### config.mk
export PLATFORM = sky130hd
export DESIGN_NAME = pwm_ramp_controller
export DESIGN_NICKNAME = d
export VERILOG_FILES = /design/src/rtl/pwm_pkg.sv /design/src/rtl/pwm_step_timer.sv /design/src/rtl/pwm_ramp_controller.sv
export SDC_FILE = /design/constraint.sdc
export NUM_CORES = 1
export LEC_CHECK = 0
export ABC_CLOCK_PERIOD_IN_PS = 8000
export BUFFER_PORTS_ARGS = -buffer_cell sky130_fd_sc_hd__buf_2
export CORE_MARGIN = 1
export CORE_UTILIZATION = 26
export CTS_BUF_LIST = sky130_fd_sc_hd__clkbuf_4 sky130_fd_sc_hd__clkbuf_8
export DETAILED_ROUTE_END_ITERATION = 12
export HOLD_SLACK_MARGIN = 0.15
export PLACE_DENSITY_LB_ADDON = 0.08
export SYNTH_ARGS = -nofsm -noshare
export SYNTH_HDL_FRONTEND = slang
export SYNTH_HIERARCHICAL = 1
export SYNTH_SLANG_ARGS = --single-unit
### constraint.sdc
create_clock -name clk -period 8 [get_ports clk]
set_clock_uncertainty 0.1 [all_clocks]
set_input_delay 1.6 -clock clk [delete_from_list [all_inputs] [get_ports clk]]
set_output_delay 1.6 -clock clk [all_outputs]
set_load 0.01 [all_outputs]
### src/rtl/pwm_pkg.sv
// pwm_pkg: definitions shared by the PWM ramp controller and its step timer.
//   PWM_WIDTH      - default duty/period resolution
//   PWM_INTERVAL_W - default width of the step-interval counter
//   pwm_state_t    - ramp controller state encoding
package pwm_pkg;

    localparam int PWM_WIDTH      = 8;
    localparam int PWM_INTERVAL_W = 16;

    typedef enum logic [1:0] {
        ST_IDLE     = 2'd0,
        ST_RAMP     = 2'd1,
        ST_HOLD     = 2'd2,
        ST_SHUTDOWN = 2'd3
    } pwm_state_t;

endpackage

### src/rtl/pwm_step_timer.sv
// pwm_step_timer: interval counter that paces duty steps.
//   clk, rst_n - system clock, asynchronous active-low reset
//   clear      - restart the count from 0 (wins over run)
//   run        - count one cycle
//   interval   - cycles between ticks, minus 1
//   tick       - high in the cycle where the count equals interval while running;
//                the count wraps to 0 on that cycle
module pwm_step_timer #(
    parameter int INTERVAL_W = pwm_pkg::PWM_INTERVAL_W
) (
    input  logic                  clk,
    input  logic                  rst_n,
    input  logic                  clear,
    input  logic                  run,
    input  logic [INTERVAL_W-1:0] interval,
    output logic                  tick
);

    logic [INTERVAL_W-1:0] count;

    assign tick = run && (count == interval);

    always_ff @(posedge clk or negedge rst_n) begin
        if (!rst_n) begin
            count <= '0;
        end else if (clear || tick) begin
            count <= '0;
        end else if (run) begin
            count <= count + 1'b1;
        end
    end

endmodule

### src/rtl/pwm_ramp_controller.sv
// pwm_ramp_controller: ramps the duty of a pwm_generator toward a commanded
// target in fixed steps at a fixed cycle interval, and ramps to 0 on stop.
//   clk, rst_n       - system clock, asynchronous active-low reset
//   cmd_valid/ready  - command handshake (ready is combinational)
//   cmd_target       - requested final duty (clamped to cfg_period)
//   cmd_step         - duty change per step (0 behaves as 1)
//   cmd_interval     - cycles between steps, minus 1
//   cfg_period       - PWM period, taken at command accept
//   stop             - ramp to 0, then disable
//   pwm_enable/duty/period - straight to pwm_generator
//   busy             - ramping or shutting down
//   done             - one-cycle pulse when a ramp reaches its target
module pwm_ramp_controller
    import pwm_pkg::*;
#(
    parameter int WIDTH      = PWM_WIDTH,
    parameter int INTERVAL_W = PWM_INTERVAL_W
) (
    input  logic                  clk,
    input  logic                  rst_n,
    input  logic                  cmd_valid,
    output logic                  cmd_ready,
    input  logic [WIDTH-1:0]      cmd_target,
    input  logic [WIDTH-1:0]      cmd_step,
    input  logic [INTERVAL_W-1:0] cmd_interval,
    input  logic [WIDTH-1:0]      cfg_period,
    input  logic                  stop,
    output logic                  pwm_enable,
    output logic [WIDTH-1:0]      pwm_duty,
    output logic [WIDTH-1:0]      pwm_period,
    output logic                  busy,
    output logic                  done
);

    pwm_state_t            state, state_nxt;
    logic [WIDTH-1:0]      tgt_q, tgt_nxt;
    logic [WIDTH-1:0]      step_q, step_nxt;
    logic [INTERVAL_W-1:0] iv_q, iv_nxt;
    logic [WIDTH-1:0]      duty_nxt, period_nxt;
    logic                  en_nxt, done_nxt, busy_nxt;

    logic                  accept, stop_take, run, tick;
    logic [WIDTH-1:0]      tgt_clamp, stepped;
    logic [WIDTH:0]        sum_up, tgt_plus;

    assign cmd_ready = ((state == ST_IDLE) || (state == ST_HOLD)) && !stop;
    assign accept    = cmd_valid && cmd_ready;
    assign stop_take = stop && ((state == ST_RAMP) || (state == ST_HOLD));
    assign run       = (state == ST_RAMP) || (state == ST_SHUTDOWN);
    assign tgt_clamp = (cmd_target > cfg_period) ? cfg_period : cmd_target;

    pwm_step_timer #(.INTERVAL_W(INTERVAL_W)) u_timer (
        .clk      (clk),
        .rst_n    (rst_n),
        .clear    (accept || stop_take),
        .run      (run),
        .interval (iv_q),
        .tick     (tick)
    );

    // One step toward the target, evaluated one bit wider so duty+step and
    // target+step cannot wrap; landing within one step snaps to the target.
    assign sum_up   = {1'b0, pwm_duty} + {1'b0, step_q};
    assign tgt_plus = {1'b0, tgt_q} + {1'b0, step_q};

    always_comb begin
        stepped = tgt_q;
        if (pwm_duty < tgt_q) begin
            if (sum_up < {1'b0, tgt_q}) stepped = sum_up[WIDTH-1:0];
        end else begin
            if (tgt_plus < {1'b0, pwm_duty}) stepped = pwm_duty - step_q;
        end
    end

    always_comb begin
        state_nxt  = state;
        tgt_nxt    = tgt_q;
        step_nxt   = step_q;
        iv_nxt     = iv_q;
        duty_nxt   = pwm_duty;
        period_nxt = pwm_period;
        en_nxt     = pwm_enable;
        done_nxt   = 1'b0;

        if (stop_take) begin
            // Stop overrides any step due this cycle; step/interval are kept.
            tgt_nxt = '0;
            if (pwm_duty == '0) begin
                state_nxt = ST_IDLE;
                en_nxt    = 1'b0;
            end else begin
                state_nxt = ST_SHUTDOWN;
            end
        end else begin
            case (state)
                ST_IDLE, ST_HOLD: begin
                    if (accept) begin
                        tgt_nxt    = tgt_clamp;
                        step_nxt   = (cmd_step == '0) ? WIDTH'(1) : cmd_step;
                        iv_nxt     = cmd_interval;
                        period_nxt = cfg_period;
                        en_nxt     = 1'b1;
                        if (tgt_clamp == pwm_duty) begin
                            state_nxt = ST_HOLD;
                            done_nxt  = 1'b1;
                        end else begin
                            state_nxt = ST_RAMP;
                        end
                    end
                end
                ST_RAMP: begin
                    if (tick) begin
                        duty_nxt = stepped;
                        if (stepped == tgt_q) begin
                            state_nxt = ST_HOLD;
                            done_nxt  = 1'b1;
                        end
                    end
                end
                ST_SHUTDOWN: begin
                    if (tick) begin
                        duty_nxt = stepped;
                        if (stepped == '0) begin
                            state_nxt = ST_IDLE;
                            en_nxt    = 1'b0;
                        end
                    end
                end
                default: state_nxt = ST_IDLE;
            endcase
        end

        busy_nxt = (state_nxt == ST_RAMP) || (state_nxt == ST_SHUTDOWN);
    end

    always_ff @(posedge clk or negedge rst_n) begin
        if (!rst_n) begin
            state      <= ST_IDLE;
            tgt_q      <= '0;
            step_q     <= '0;
            iv_q       <= '0;
            pwm_duty   <= '0;
            pwm_period <= '1;
            pwm_enable <= 1'b0;
            done       <= 1'b0;
            busy       <= 1'b0;
        end else begin
            state      <= state_nxt;
            tgt_q      <= tgt_nxt;
            step_q     <= step_nxt;
            iv_q       <= iv_nxt;
            pwm_duty   <= duty_nxt;
            pwm_period <= period_nxt;
            pwm_enable <= en_nxt;
            done       <= done_nxt;
            busy       <= busy_nxt;
        end
    end

endmodule
Word-level counts from Yosys, hierarchy flattened
Index checks and enable logic that the tools add are counted.
{ "totals": {"ff_bits": 69, "in_bits": 44, "output_inout_bits": 20, "word_cells": 87} }
{ "op_classes": {"n_addsub": 4, "magnitude_cmp": 4, "eq_ne": 12, "muxes": 31, "bitwise": 1, "n_reduce_logical": 25} }
{ "ops": {"columns": ["cell", "n"], "rows": [
  ["8-bit two-way mux", 8],
  ["16-bit two-way mux", 2],
  ["8-bit zero test", 3],
  ["8-bit by 8-bit adder with 9-bit output", 2],
  ["9-bit by 8-bit less-than comparator with 1-bit output", 2],
  ["16-bit by 1-bit adder with 16-bit output, second input constant", 1],
  ["16-bit equality test", 1],
  ["8-bit equality test", 2],
  ["2-bit two-way mux", 8],
  ["1-bit two-way mux", 10],
  ["8-bit > comparator", 1],
  ["8-bit less-than comparator", 1],
  ["8-bit subtractor", 1],
  ["2-bit equality test, second input constant", 3],
  ["1-bit logical OR", 6],
  ["3-bit by 2-bit != test with 1-bit output, second input constant", 2],
  ["2-bit one-hot mux with 3 select lines", 1],
  ["3-bit AND reduction", 2],
  ["2-bit nonzero test", 3],
  ["5-bit AND reduction", 1],
  ["2-bit by 1-bit equality test with 1-bit output, second input constant", 2],
  ["1-bit logical AND", 4],
  ["1-bit one-hot mux with 2 select lines", 2],
  ["2-bit OR reduction", 2],
  ["other kinds (7)", 7]
]} }

Depth between registers and ports, before layout
Gate-level depths: netlist of run 1.
{ "depth": {"word_depth": 11, "ltp_mapped": 20, "ltp_nobuf": 20} }

Hierarchy
The synthesis of run 1 kept the hierarchy.
{ "by_module_without_submodules": {"columns": ["module", "instances", "cells_each", "area_each_um2", "seq_area_each_um2"], "rows": [
  ["pwm_ramp_controller", 1, 496, 4570.6, 1311.3],
  ["pwm_step_timer", 1, 100, 972.2, 400.4]
]} }

Worst setup path before layout of run 1
No wires, ideal clock.
{ "synth_timing": {"kind": "flip-flop to flip-flop", "start": "register tgt_q[1]", "end": "register pwm_enable", "setup_ps": 136, "arrival_ps": 3738, "required_time_ps": 7764, "setup_slack_ps": 4026, "path_stages_with_launch": 20, "n_path_buf": 0, "period_less_slack_ps": 3974, "cell_sequence": "dfrtp_1 -> ha_1 -> a21o_1 -> a21oi_1 -> o21bai_1 -> a21oi_1 -> o21bai_1 -> a21oi_1 -> xnor2_1 -> ha_1 -> a211oi_1 -> o211ai_1 -> a21oi_1 -> nand3_1 -> o22ai_2 -> o21ai_0 -> nor4_2 -> a31oi_1 -> o31ai_1 -> o31ai_1"} }
{ "synth_via": {"elab_chain_cells": 7, "word_cells_on_any_way": 10, "cone_classes": "add/sub (1); order compare (3); eq/ne (1); mux (3); reduce/logical (2)"} }
{ "synth_lines": {"columns": ["element", "line_no", "text"], "rows": [
  ["start, declared", "pwm_ramp_controller.sv:36", "logic [WIDTH-1:0] tgt_q, tgt_nxt;"],
  ["start signal, assigned", "pwm_ramp_controller.sv:149", "tgt_q <= tgt_nxt;"],
  ["8-bit by 8-bit adder with 9-bit output", "pwm_ramp_controller.sv:64", "assign tgt_plus = {1'b0, tgt_q} + {1'b0, step_q};"],
  ["9-bit by 8-bit less-than comparator with 1-bit output", "pwm_ramp_controller.sv:71", "if (tgt_plus < {1'b0, pwm_duty}) stepped = pwm_duty - step_q;"],
  ["8-bit two-way mux", "pwm_ramp_controller.sv:71", null],
  ["8-bit two-way mux (*)", "pwm_ramp_controller.sv:68", "if (pwm_duty < tgt_q) begin"],
  ["8-bit zero test (*)", "pwm_ramp_controller.sv:123", "if (stepped == '0) begin"],
  ["3-bit by 2-bit != test with 1-bit output (no line) (*)", null, null],
  ["5-bit AND reduction (no line) (*)", null, null],
  ["end signal, assigned", "pwm_ramp_controller.sv:154", "pwm_enable <= en_nxt;"],
  ["end, declared", "pwm_ramp_controller.sv:28", "output logic pwm_enable,"]
]} }
Every way passes the cells marked *; elsewhere a longest branch is shown, timed or not.
A chain may end at the register's enable or synchronous reset.

Final worst setup path of run 1
{ "layout_timing": {"start": "register pwm_duty[0]", "end": "register pwm_enable"} }
{ "layout_via": {"elab_chain_cells": 7, "word_cells_on_any_way": 13, "cone_classes": "add/sub (2); order compare (3); eq/ne (2); mux (3); reduce/logical (3)"} }
{ "layout_lines": {"columns": ["element", "line_no", "text"], "rows": [
  ["start, declared", "pwm_ramp_controller.sv:29", "output logic [WIDTH-1:0] pwm_duty,"],
  ["start signal, assigned", "pwm_ramp_controller.sv:152", "pwm_duty <= duty_nxt;"],
  ["8-bit by 8-bit adder with 9-bit output", "pwm_ramp_controller.sv:63", "assign sum_up = {1'b0, pwm_duty} + {1'b0, step_q};"],
  ["9-bit by 8-bit less-than comparator with 1-bit output", "pwm_ramp_controller.sv:69", "if (sum_up < {1'b0, tgt_q}) stepped = sum_up[WIDTH-1:0];"],
  ["8-bit two-way mux", "pwm_ramp_controller.sv:69", null],
  ["8-bit two-way mux", "pwm_ramp_controller.sv:68", null],
  ["8-bit zero test", "pwm_ramp_controller.sv:123", null],
  ["3-bit by 2-bit != test with 1-bit output (no line)", null, null],
  ["5-bit AND reduction (no line) (*)", null, null]
]} }
Marks and branches as above.

==> flow_metrics.py, run 1 <==
metrics = {
    "outcome": {
        "status": "finished clean",
    },
    "detailed_routing": {
        "drt_iter0_drc": 262,
        "vias": 4584,
        "ant_nets": 0,
        "via_per_inst": 4.90,
        "routed_wl_mm": 17.2,
        "wire_per_inst_um": 18.4,
        "first_pass_iters": 5,
        "drcViolationCount": 0,
    },
    "global_routing": {
        "grt_pass1_vias": 4774,
        "grt_use_total_pct": 16.2,
        "grt_pass1_wl_mm": 27.1,
        "antenna_found_initial": 0,
        "grt_max_degree": 69,
        "gr-total-overflow": 0,
    },
    "synth": {
        "synthFlopType": "dfrtp_1",
        "synth_edf_count": 0,
        "synth_area_um2": 5540,
        "synth_top_family_by_area": "compound AO/OA/AOI/OAI gates",
        "synth-adder-area-share_pct": 14.2,
        "syn_nets": 701,
        "syn_inst": 596,
        "ys_types": 81,
        "synth_compound_area_share_pct": 19.6,
        "ys_seq_area_share_pct": 30.9,
        "synth_xor_xnor_area_share_pct": 8.15,
        "synth-simple-area-share_pct": 17.0,
        "yosys.area.top_type": "dfrtp_1",
        "muxShareOfSynthArea_pct": 5.96,
        "ys_top_cells_by_area": "dfrtp_1, ha_1, mux2_2",
        "synth-async-reset-ratio_pct": 100,
        "ys_ff_latch": 68,
        "synth.top_cell.area_share_pct": 27.1,
        "postSynthAreaPerCell_um2": 9.30,
        "synth_warnings": 6,
    },
    "timing": {
        "hold_viol": 0,
        "fin_crit_sh_pct": 60.7,
        "worstMarginPinSlew_ns": 0.939,
        "clock.fmax_mhz": 206,
        "fin_crit_ns": 4.85,
        "setup_viol": 0,
        "maxSlewHeadroom_pct": 37.2,
        "setup_tns_ns": 0,
        "rsz0062_at_grt": "false",
        "drv_slew": 0,
        "setup_ws_ns": 3.15,
    },
    "final_layout": {
        "diodes": 0,
        "fin_nets": 760,
        "fillCellCount": 2300,
        "syn_to_final_growth_pct": 14.1,
        "finalInstanceArea_um2": 6320,
        "fin_util_pct": 30.2,
        "final_cell_mix": "buf_2, dfrtp_1, ha_1, nor2_1, inv_1",
        "layout_commonest_cell": "buf_2",
        "drive_gt1_share_pct": 21.2,
    },
    "placement": {
        "dp_hpwl_mm": 13.5,
        "port_buffers": 63,
        "dpl-instance-area_um2": 6150,
        "finalWeightedCongestion": 0.867,
        "post-place-ws_ns": 2.82,
    },
    "worst_hold_path": {
        "hold_class": "reg -> reg",
    },
    "clocking": {
        "cts_root_buffer": "clkbuf_8",
        "cts_resized": 0,
        "clk_pin_slew_worst_paths_ns": 0.09,
        "clk_latency_ns": 0.37,
        "hold_buffers": 0,
        "cts_setup_buffers": 0,
        "clock-sinks": 68,
        "numCtsBuffers": 9,
        "clk_path_buf_depth": 2,
        "htree_levels": 3,
        "cts_tree": "built",
    },
    "critical_path": {
        "path_class": "reg -> reg",
        "critPathMaxFanout": 8,
        "start_kind": "register",
        "critPathArrivalTime_ns": 4.98,
        "crit_path_end_kind": "register",
        "critical_path_required_ns": 8.13,
    },
    "die": {
        "die_height_um": 148,
        "num_rows": 53,
        "pin_count": 64,
        "die_w_um": 148,
        "coreArea_um2": 21000,
        "die_area_um2": 21900,
        "start_util_pct": 26.5,
    },
    "power": {
        "ir_worst_vdd_v": 0.000167,
        "power-per-cell-area_nw_per_um2": 505,
        "leakage_uw": 0.00287,
    },
    "flow_run": {
        "max-cap-violations": 0,
    },
}
==> Yosys cell counts, drive strengths merged (7+ instances only) <==
library cell	count
nor4	10
nor2b	10
ha	58
a21o	9
o22ai	10
nand4	10
o21ai	40
nor3	7
dfstp	8
nor2	48
a211oi	10
mux2	24
and3	8
xor2	25
nand3	28
a21oi	31
buf	7
dfrtp	60
clkbuf	10
inv	43
nand2	36
xnor2	24
==> flip-flops by register name, summed over array words and instances (netlist names), named ones only <==
register and cells:
u_timer/count 16, pwm_period 8, pwm_duty 8, step_q 8, pwm_enable 1, done 1
state 1, tgt_q 8, iv_q 16
==> stage by stage <==
stage	hold slack [ns]	instances	power, uW
finish	0.381	935	3190
global route	0.407	935	3500
CTS	0.388	935	3220
detailed placement	0.378	919	2930
global placement	0.373	919	2930
floorplan	0.386	596	2290
==> power by group <==
group | switching (uW) | internal [uW] | total, uW
logic | 1340 | 927 | 2260
clock network | 149 | 120 | 270
registers | 180 | 481 | 661
==> layer usage <==
metal | global-route usage, % | wire length [um] | up-vias
li1 | - | - | 2279
met4 | 5.46 | 332 | 0
met3 | 2.41 | 542 | 24
met5 | 0 | 0 | -
met1 | 22.5 | 8520 | 2191
met2 | 25.7 | 7780 | 90
==> worst paths after layout <==
path	startpoint	slack (ns)	end	cells past startpoint
min in group asynchronous	rst_n	1.27	state[1]	1
worst max-delay path	pwm_duty[0]	3.15	pwm_enable	17
worst min-delay path	pwm_period[7]	0.38	pwm_period[7]	2
worst max register to register	pwm_duty[0]	3.15	pwm_enable	17
worst min register to register	pwm_period[7]	0.38	pwm_period[7]	2
max in group asynchronous	rst_n	5.92	tgt_q[5]	1
==> worst max-delay path, cell delays in order (launching register included) <==
cell and delay (ns):
dfrtp_1 0.52, ha_1 0.31, fa_1 0.46, nand2b_4 0.13, a21oi_1 0.07, xor2_1 0.41
inv_1 0.10, ha_1 0.30, a211oi_1 0.24, nor2_1 0.07, o31ai_1 0.29, nand3_1 0.27
o22ai_2 0.31, o21ai_0 0.20, nor4_2 0.38, a31oi_1 0.17, o31ai_1 0.26, o31ai_1 0.11
==> cells by family after synthesis <==
| family | after synthesis |
|---|---|
| buf+inv | 60 |
| simple gates | 180 |
| flops | 68 |
| compound gates | 147 |
| mux | 30 |
| fa+ha+maj | 61 |
| xor+xnor | 50 |
==> layout make-up <==
| cell class | count | area, um2 | area share (%) |
|---|---|---|---|
| clock buffers | 10 | 138 | 2.18 |
| multi-input cells | 468 | 3600 | 56.9 |
| clock inverters | 6 | 38.8 | 0.613 |
| flip-flops and latches | 68 | 1710 | 27.1 |
| inverters | 43 | 161 | 2.55 |
| well taps | 275 | 344 | 5.44 |
| repair buffers | 65 | 333 | 5.26 |
Note: power is estimated with default switching activity, not from simulation.
==> inputs of run 2 (changes only) <==
--- a/config.mk
+++ b/config.mk
@@ -5,7 +5,7 @@
 export SDC_FILE = /design/constraint.sdc
 export NUM_CORES = 1
 export LEC_CHECK = 0
-export ABC_CLOCK_PERIOD_IN_PS = 8000
+export ABC_CLOCK_PERIOD_IN_PS = 4200
 export BUFFER_PORTS_ARGS = -buffer_cell sky130_fd_sc_hd__buf_2
 export CORE_MARGIN = 1
 export CORE_UTILIZATION = 26
==> constraint.sdc (replaced) <==
create_clock -name clk -period 4.2 [get_ports clk]
set_clock_uncertainty 0.1 [all_clocks]
set_input_delay 0.84 -clock clk [delete_from_list [all_inputs] [get_ports clk]]
set_output_delay 0.84 -clock clk [all_outputs]
set_load 0.01 [all_outputs]
==> flow_metrics.py, run 2 (same netlist as run 1, synthesis figures left out) <==
metrics = {
    "global_routing": {
        "grt_pass1_vias": 5107,
        "grt_max_degree": 69,
        "antenna_found_initial": 0,
        "grt_pass1_wl_mm": 29.0,
        "grt_use_total_pct": 17.6,
        "gr-total-overflow": 0,
    },
    "timing": {
        "whs_ns": 0.386,
        "setup_viol": 0,
        "maxSlewHeadroom_pct": 36.4,
        "worstMarginPinSlew_ns": 0.953,
        "fin_crit_sh_pct": 98.9,
        "rsz0062_at_grt": "true",
        "setup_tns_ns": 0,
        "clock.fmax_mhz": 241,
        "fin_crit_ns": 4.15,
        "hold_viol": 0,
        "drv_slew": 0,
    },
    "critical_path": {
        "path_class": "reg -> reg",
        "crit_path_end_kind": "register",
        "start_kind": "register",
        "critical_path_required_ns": 4.35,
        "critPathArrivalTime_ns": 4.31,
        "critPathMaxFanout": 4,
    },
    "die": {
        "start_util_pct": 26.5,
        "coreArea_um2": 21000,
        "die_height_um": 148,
        "die_area_um2": 21900,
        "pin_count": 64,
        "num_rows": 53,
        "die_w_um": 148,
    },
    "clocking": {
        "numCtsBuffers": 9,
        "clk_latency_ns": 0.37,
        "clk_path_buf_depth": 2,
        "clock-sinks": 68,
        "cts_tree": "built",
        "hold_buffers": 0,
        "cts_root_buffer": "clkbuf_8",
        "clk_pin_slew_worst_paths_ns": 0.08,
        "htree_levels": 3,
    },
    "detailed_routing": {
        "vias": 5019,
        "routed_wl_mm": 18.4,
        "via_per_inst": 4.96,
        "first_pass_iters": 4,
        "drt_iter0_drc": 252,
        "drcViolationCount": 0,
        "wire_per_inst_um": 18.2,
        "ant_nets": 0,
    },
    "final_layout": {
        "fin_util_pct": 33.7,
        "fin_nets": 836,
        "final_cell_mix": "buf_4, buf_2, ha_1, dfrtp_1, nor2_1",
        "syn_to_final_growth_pct": 27.6,
        "diodes": 0,
        "drive_gt1_share_pct": 32.5,
        "top_regs": "iv_q (16), u_timer/count (16)",
        "layout_commonest_cell": "buf_4",
    },
    "placement": {
        "port_buffers": 63,
        "finalWeightedCongestion": 0.917,
        "dp_hpwl_mm": 14.8,
    },
    "worst_hold_path": {
        "hold_class": "reg -> reg",
    },
    "flow_run": {
        "max-cap-violations": 0,
    },
    "outcome": {
        "status": "finished clean",
    },
}
## run 2: cell types whose count changed in the layout (fill, tap and decap cells not counted), sizes merged
| cell | change |
|---|---|
| buf | +76 |
| bufinv | +2 |
| clkinv | -1 |
| clkinvlp | -1 |
## run 2: final timing paths
path | endpoint | start | cells past startpoint | slack, ns
max | pwm_enable | step_q[2] | 19 | 0.05
min | pwm_period[7] | pwm_period[7] | 2 | 0.39
max reg2reg | pwm_enable | step_q[2] | 19 | 0.05
min reg2reg | pwm_period[7] | pwm_period[7] | 2 | 0.39
max in group asynchronous | step_q[2] | rst_n | 1 | 2.82
min in group asynchronous | iv_q[14] | rst_n | 1 | 0.50
## run 2: metrics by stage
stage | setup WS (ns) | cell area, um2 | cells
detailed placement | -0.155 | 6670 | 989
finish | 0.0459 | 7070 | 1011
global route | -0.144 | 7070 | 1011
CTS | 0.0196 | 6950 | 1007
global placement | -0.0978 | 6670 | 989
floorplan | 0.226 | 5540 | 596
## run 2: layer usage
layer  wire length, um  share of wire, %  vias to the layer above  global-route usage [%]
li1                  -                 -                     2435                       -
met1              9200                50                     2450                    24.9
met2              8220                45                      109                    27.0
met5                 0                 0                        -                       0
met4               332               1.8                        0                    5.93
met3               687               3.7                       25                    2.50
## run 2: area by class of cell
class                   instances  area, um2
fillers                      2272      13900
inverters                      43        161
multi-input cells             468       3720
flip-flops and latches         68       1720
clock buffers                  10        138
well taps                     275        344
repair buffers                141        903
clock inverters                 6       86.3
## run 2: timing repair
action | CTS | global route
buffers inserted | 2 | 4
endpoints found under the setup margin | 4 | 4
gates resized for setup | 9 | 21
pin swaps | 6 | 7
## run 2: worst max-delay path: stages (launching register included)
cell	delay, ns
dfrtp_2	0.42
inv_1	0.06
ha_1	0.32
and2b_1	0.20
a2111oi_2	0.35
o41a_1	0.19
and2_1	0.13
inv_1	0.05
ha_1	0.28
nand4_1	0.11
a211oi_2	0.25
o31ai_2	0.10
and3_1	0.21
buf_4	0.15
a22oi_4	0.17
a221oi_2	0.10
nor4_2	0.35
a31oi_1	0.16
o31ai_1	0.24
o31ai_1	0.10
Power of run 2 is not shown: default switching activity piles up to over one toggle a cycle in this logic, so the estimate is an artifact.
==> inputs of run 3 (changes only) <==
--- a/config.mk
+++ b/config.mk
@@ -13,6 +13,8 @@
 export DETAILED_ROUTE_END_ITERATION = 12
 export HOLD_SLACK_MARGIN = 0.15
 export PLACE_DENSITY_LB_ADDON = 0.08
+export RECOVER_POWER = 50
+export SETUP_SLACK_MARGIN = 0.05
 export SYNTH_ARGS = -nofsm -noshare
 export SYNTH_HDL_FRONTEND = slang
 export SYNTH_HIERARCHICAL = 1
==> flow_metrics.py, run 3 (same netlist as run 1, synthesis figures left out) <==
metrics = {
    "placement": {
        "dp_hpwl_mm": 14.8,
        "post-place-ws_ns": -0.155,
        "finalWeightedCongestion": 0.917,
        "port_buffers": 63,
    },
    "clocking": {
        "cts_tree": "built",
        "clk_path_buf_depth": 2,
        "numCtsBuffers": 9,
        "clk_latency_ns": 0.37,
        "clk_pin_slew_worst_paths_ns": 0.08,
        "cts_root_buffer": "clkbuf_8",
        "clock-sinks": 68,
        "htree_levels": 3,
    },
    "die": {
        "die_area_um2": 21900,
        "start_util_pct": 26.5,
        "coreArea_um2": 21000,
        "die_height_um": 148,
        "die_w_um": 148,
        "pin_count": 64,
        "num_rows": 53,
    },
    "critical_path": {
        "slowest_delay_ns": 0.42,
        "timing.critical_path.max_delay_family": "compound AO/OA/AOI/OAI gates",
        "critical_path_required_ns": 4.36,
        "r2r_setup_slack_ns": 0.05,
        "path_class": "reg -> reg",
        "critPathMaxFanout": 4,
        "worstPathBufferInverterCount": 3,
        "crit_path_frequent_cell": "a21oi_2",
        "r2r_start": "step_q[1]",
        "r2r-end": "state[1]",
        "cp-endpoint": "state[1]",
        "start_kind": "register",
        "slowest_stage": "dfrtp_1",
        "critPathArrivalTime_ns": 4.31,
        "cp_num_cells": 22,
        "path_cells": "ha_1, a21o_1, a21oi_2, o21bai_1, a21oi_2, o21bai_1, a21oi_2, xnor2_1, ha_1, buf_4, nand3_2, o211ai_1, a21oi_2, buf_4, and3_4, buf_4, a31o_1, o2bb2ai_1, nor4_2, o211ai_1, o211ai_1, o22a_1",
        "reg2reg_depth": 22,
        "critPathLaunch": "step_q[1]",
        "crit_path_end_kind": "register",
    },
    "worst_hold_path": {
        "hold_class": "reg -> reg",
    },
    "detailed_routing": {
        "via_per_inst": 4.94,
        "wire_per_inst_um": 18.4,
        "routed_wl_mm": 18.7,
        "drt_iter0_drc": 270,
        "vias": 5033,
        "ant_nets": 0,
        "drcViolationCount": 0,
        "first_pass_iters": 5,
    },
    "final_layout": {
        "drive_gt1_share_pct": 34.9,
        "top_regs": "iv_q (16), u_timer/count (16)",
        "layout_commonest_cell": "buf_4",
        "diodes": 0,
        "final_cell_mix": "buf_4, buf_2, dfrtp_1, ha_1, nor2_1",
        "syn_to_final_growth_pct": 31.3,
        "fin_nets": 843,
        "fin_util_pct": 34.7,
        "fillCellCount": 2257,
    },
    "outcome": {
        "violations": "max-capacitance violations, max-slew violations",
        "status": "finished, violations left",
    },
    "timing": {
        "setup_viol": 0,
        "maxSlewHeadroom_pct": -23.3,
        "clock.fmax_mhz": 241,
        "fin_crit_sh_pct": 98.9,
        "setup_ws_ns": 0.0481,
        "rsz0062_at_grt": "true",
        "hold_viol": 0,
        "worstMarginPinSlew_ns": 1.85,
        "setup_tns_ns": 0,
        "fin_crit_ns": 4.15,
        "drv_slew": 69,
    },
    "global_routing": {
        "gr-total-overflow": 0,
        "grt_use_total_pct": 17.6,
        "grt_pass1_vias": 5123,
        "grt_pass1_wl_mm": 29.0,
        "grt_max_degree": 69,
        "antenna_found_initial": 0,
    },
    "flow_run": {
        "max-cap-violations": 1,
    },
}
-- run 3: metrics by stage --
| stage | hold slack (ns) | instance area (um2) | std cells |
|---|---|---|---|
| finish | 0.386 | 7280 | 1018 |
| global route | 0.408 | 7280 | 1018 |
| CTS | 0.391 | 6980 | 1008 |
| detailed placement | 0.376 | 6670 | 989 |
| global placement | 0.372 | 6670 | 989 |
| floorplan | 0.386 | 5540 | 596 |
-- run 3: worst reg2reg max path: stages (launching register included) --
cell and delay, ns:
dfrtp_1 0.42, ha_1 0.29, a21o_1 0.20, a21oi_2 0.16, o21bai_1 0.09, a21oi_2 0.15, o21bai_1 0.09, a21oi_2 0.14
xnor2_1 0.08, ha_1 0.30, buf_4 0.12, nand3_2 0.07, o211ai_1 0.20, a21oi_2 0.07, buf_4 0.14, and3_4 0.20
buf_4 0.14, a31o_1 0.20, o2bb2ai_1 0.23, nor4_2 0.07, o211ai_1 0.27, o211ai_1 0.13, o22a_1 0.20
-- run 3: per-layer routing --
| metal | track usage [%] | vias to the layer above | wire length (um) |
|---|---|---|---|
| li1 | - | 2441 | - |
| met2 | 27.0 | 105 | 8540 |
| met3 | 2.44 | 23 | 634 |
| met5 | 0 | - | 0 |
| met1 | 25.1 | 2464 | 9270 |
| met4 | 5.93 | 0 | 293 |
-- run 3: layout make-up --
type	instances	area (um2)	share of cell area [%]
multi-input cells	468	3870	53.2
clock buffers	10	138	1.89
well taps	275	344	4.73
clock inverters	6	86.3	1.19
inverters	43	161	2.22
flip-flops and latches	68	1720	23.6
repair buffers	148	957	13.2
-- run 3: timing repair --
item / 4_1_cts / 5_1_grt
hold buffers: 0 / 0
pin swaps: 8 / 25
setup endpoints to repair: 4 / 6
gates resized for setup: 12 / 46
cloned: 0 / 0
buffers inserted: 3 / 11
-- run 3: how the worst min path moves through the flow --
| stage | to | start | cells past startpoint | slack (ns) |
|---|---|---|---|---|
| after floorplan | pwm_period[1] | pwm_period[1] | 2 | 0.39 |
| after global placement | pwm_period[6] | pwm_period[6] | 2 | 0.37 |
| after detailed placement | pwm_period[4] | pwm_period[4] | 2 | 0.38 |
| after CTS | pwm_period[5] | pwm_period[5] | 2 | 0.39 |
| after global routing | pwm_period[5] | pwm_period[5] | 2 | 0.41 |
| final | pwm_period[7] | pwm_period[7] | 2 | 0.39 |
Power of run 3 is left out for the same reason.
